File: config.mk
export PLATFORM = sky130hd
export DESIGN_NAME = demux_stream_1n
export DESIGN_NICKNAME = d
export VERILOG_FILES = /design/src/rtl/demux_stream_1n.sv
export SDC_FILE = /design/constraint.sdc
export NUM_CORES = 1
export LEC_CHECK = 0
export CAP_MARGIN = 20
export CORE_UTILIZATION = 30
export CTS_CLUSTER_SIZE = 30
export DETAILED_ROUTE_END_ITERATION = 7
export SYNTH_ARGS = -nofsm -noshare
export SYNTH_HDL_FRONTEND = slang
export SYNTH_SLANG_ARGS = --single-unit
File: constraint.sdc
create_clock -name clk -period 4.45 [get_ports clk]
set_input_delay 0.89 -clock clk [delete_from_list [all_inputs] [get_ports clk]]
set_output_delay 0.89 -clock clk [all_outputs]
set_load 0.01 [all_outputs]
File: src/rtl/demux_stream_1n.sv
// Registered 1:N stream demux: each accepted beat lands in a one-entry holding register per channel,
// one cycle after acceptance; in_ready drops only while the target channel is full and not draining.
module demux_stream_1n #(
  parameter  int WIDTH = 8,
  parameter  int N     = 4,
  parameter  int CNTW  = 8,
  localparam int SELW  = (N > 1) ? $clog2(N) : 1
) (
  input  logic                 clk,
  input  logic                 rst_n,
  input  logic [WIDTH-1:0]     in_data,
  input  logic [SELW-1:0]      in_sel,
  input  logic                 in_valid,
  output logic                 in_ready,
  input  logic                 mode,
  output logic [N*WIDTH-1:0]   out_data,
  output logic [N-1:0]         out_valid,
  input  logic [N-1:0]         out_ready,
  output logic [SELW-1:0]      rr_ptr,
  output logic [CNTW-1:0]      drop_cnt,
  output logic                 drop_err
);

  localparam logic [SELW-1:0] LAST = SELW'(N - 1);

  logic [SELW-1:0] tgt;
  logic            tgt_busy;
  logic            in_range;
  logic            accept;
  logic            drop;

  assign tgt      = mode ? rr_ptr : in_sel;
  assign in_range = (32'(tgt) < N);

  // Out-of-range targets are never busy, so they are always accepted and then dropped.
  always_comb begin
    tgt_busy = 1'b0;
    for (int k = 0; k < N; k++) begin
      if (tgt == SELW'(k)) tgt_busy = out_valid[k] & ~out_ready[k];
    end
  end

  assign in_ready = ~tgt_busy;
  assign accept   = in_valid & in_ready;
  assign drop     = accept & ~in_range;

  // A load wins over a drain, so a channel drained and reloaded in one cycle stays valid.
  always_ff @(posedge clk or negedge rst_n) begin
    if (!rst_n) begin
      out_valid <= '0;
      out_data  <= '0;
    end else begin
      for (int k = 0; k < N; k++) begin
        if (accept && in_range && (tgt == SELW'(k))) begin
          out_valid[k]                <= 1'b1;
          out_data[k*WIDTH +: WIDTH]  <= in_data;
        end else if (out_ready[k]) begin
          out_valid[k] <= 1'b0;
        end
      end
    end
  end

  always_ff @(posedge clk or negedge rst_n) begin
    if (!rst_n) begin
      rr_ptr <= '0;
    end else if (mode && accept) begin
      rr_ptr <= (rr_ptr == LAST) ? '0 : rr_ptr + 1'b1;
    end
  end

  always_ff @(posedge clk or negedge rst_n) begin
    if (!rst_n) begin
      drop_cnt <= '0;
      drop_err <= 1'b0;
    end else begin
      drop_err <= drop;
      if (drop && (drop_cnt != '1)) drop_cnt <= drop_cnt + 1'b1;
    end
  end

endmodule

==> impl_metrics.yaml <==
run_status:
  status: "complete, no violations"
timing:
  fin_crit_sh: 0.8855
  timing.hold.ws_ps: 509.6
  slew_violations: 0
  timing.final.crit_period_ps: 3941
  slew_headroom: 0.4526
  tns_ps: 0
  worst_pin_slew_ps: 821.1
  rsz0062_at_grt: "false"
  finalHoldViolCount: 0
  fmax_mhz: 253.8
  skew_ps: 8.516
  finalSetupViolCount: 0
logic_synthesis:
  synth-edff-count: 0
  seq_area_frac_synth: 0.5584
  synth_compound_area_frac: 0.08303
  syn_avg_cell_area_sq_um: 14.19
  synth_warnings: 0
  synth-adder-area-share: 0.007348
  synth_area_sq_mm: 0.001703
  ys_types: 25
  synth_simple_gate_area_frac: 0.06392
  muxShareOfSynthArea: 0.2300
  synthXorXnorAreaFrac: 0
  synth-seq-cells: 38
  synth_top_family_by_area: "multiplexers"
  ys_async_sr_fraction: 1.000
  synth_cells: 120
  yosys_most_used_dff: "dfrtp_1"
worst_setup_path:
  slowest_delay_ps: 630
  path_max_fanout: 8
  worstPathRequired_ps: 3560
  path_class: "input port to primary output"
  end_kind: "primary output"
  critPathTopFamily: "buffers and inverters"
  path_depth: 6
  r2r_slack_ps: 2690
  path_cells: "clkdlybuf4s50_1 -> mux2i_1 -> mux2_2 -> o211a_1 -> inv_1 -> clkdlybuf4s50_1"
  crit_path_frequent_cell: "clkdlybuf4s50_1"
  worstPathArrival_ps: 3050
  r2r_cells: 4
  startpoint_type: "input port"
  crit_buf_inv: 3
  slowest_stage: "clkdlybuf4s50_1"
floorplanning:
  rows: 27
  die_h_um: 77.34
  core_sq_mm: 0.005473
  start_util: 0.3112
  dieArea_sq_mm: 0.005981
  num_io_pins: 66
  fp.dieW_um: 77.34
power:
  p_sw_frac: 0.3177
  irDropWorstVdd_v: 0.0003381
  p_per_area_mw_per_mm2: 659.9
  p_comb_frac: 0.462
  leakage_nw: 1.011
  switching_power_uw: 501.0
  power_frac_seq: 0.393
  p_int_mw: 1.076
  clockPowerShare: 0.146
routing:
  drc: 0
  vias: 1136
  ant_nets: 0
  drt_iter0_drc: 24
  routed_wl_mm: 3.725
  wire_per_inst_um: 14.67
  firstDrtPassIters: 6
  via_per_inst: 4.472
clock_tree:
  cts.path.max_buffers: 2
  cts_root_buf: "clkbuf_8"
  cts_hold_buf: 0
  post_cts.repair.setup_buffers: 0
  cts_tree: "yes"
  path_clk_slew_ps: 70
  cts.sinks: 38
  h-tree-depth: 2
  cts_made_buffers: 5
  insertion_delay_ps: 290
  ctsResizeCount: 0
hold_path:
  hold_path_class: "flop to flop"
  hold_depth: 1
layout:
  area_delta_synth_final_pct: 40.34
  final_area_sq_mm: 0.002390
  layout-drive-gt1-share: 0.2582
  diodes: 0
  final_common_cell: "clkdlybuf4s50_1"
  final_cell_mix: "55 x clkdlybuf4s50_1, 38 x dfrtp_1, 33 x mux2_2"
  nNetsFinal: 200
  nFillCells: 509
placement:
  io_buffers: 56
  place.gp.congestion: 0.8131
  place_area_sq_mm: 0.002303
  dp_hpwl_mm: 2.695
run:
  drv_cap: 0
global_route:
  grt_max_degree: 39
  overflow: 0
  globalRouteTotalUtil: 0.1318
  grt_pass1_vias: 1182
  antenna_found_initial: 0
  grt_first_pass_wirelength_mm: 6.044
cells by family (layout without fill, tap and decap cells):
group	Yosys count	in the layout
and+or+nand+nor	17	17
adders and majority gates	1	1
other	1	9
muxes	35	35
buffers and inverters	15	69
DFF	38	38
AOI/OAI and AO/OA	13	13
routing by layer:
metal,GRT usage,part of all wire,up-vias,routed length [um]
met5,0,0,-,0
met4,0.02830,0.0032,0,12
met3,0.04471,0.064,2,237
met2,0.2150,0.46,49,1727
met1,0.1689,0.47,553,1747
li1,-,-,532,-
Yosys cell counts, types with 3 or more instances:
cell	instances	area [sq um]
inv_1	5	18.77
dfrtp_1	38	950.9
nand2b_1	4	25.02
buf_4	10	75.07
nand2_1	3	11.26
mux2_2	33	371.6
final cells by class:
class / instances / area (sq um) / share of cell area
Sequential cell: 38 / 950.9 / 0.3979
Multi-Input combinational cell: 75 / 688.2 / 0.2880
Timing Repair Buffer: 56 / 555.5 / 0.2325
Tap cell: 72 / 90.09 / 0.03770
Clock buffer: 6 / 72.57 / 0.03037
Inverter: 5 / 18.77 / 0.007853
Clock inverter: 2 / 13.76 / 0.005759
through the flow:
stage	power, mW	util	worst slack [ps]	std cells
2_1_floorplan	0.9300	-	1621	128
3_3_place_gp	1.340	0.4209	565.9	246
3_5_place_dp	1.359	0.4209	499.6	246
4_1_cts	1.599	0.4367	494.2	254
5_1_grt	1.677	0.4367	401.8	254
6_report	1.577	0.4367	509.4	254
power by group through the flow:
| stage | logic [mW] | clock network, mW | registers [mW] |
|---|---|---|---|
| after CTS | 0.740 | 0.237 | 0.621 |
| after global routing | 0.774 | 0.258 | 0.645 |
| after detailed placement | 0.736 | 0 | 0.622 |
| after floorplan | 0.245 | 0 | 0.685 |
| after global placement | 0.724 | 0 | 0.616 |
| final | 0.728 | 0.229 | 0.619 |
path summary, 6_finish.rpt:
| path | start | to |
|---|---|---|
| setup / recovery | mode | in_ready |
| hold / removal | out_data[20]$_DFFE_PN0P_ | out_data[20]$_DFFE_PN0P_ |
| setup reg to reg | rr_ptr[1]$_DFFE_PN0P_ | out_data[8]$_DFFE_PN0P_ |
| hold reg to reg | out_data[20]$_DFFE_PN0P_ | out_data[20]$_DFFE_PN0P_ |
| max in group asynchronous | rst_n | out_data[27]$_DFFE_PN0P_ |
| min in group asynchronous | rst_n | out_data[15]$_DFFE_PN0P_ |
state kept, by name, summed over array words and instances, names as in the netlist:
signal	cells
out_data	32
rr_ptr	2
out_valid	4
Note: power is estimated with default switching activity, not from simulation.
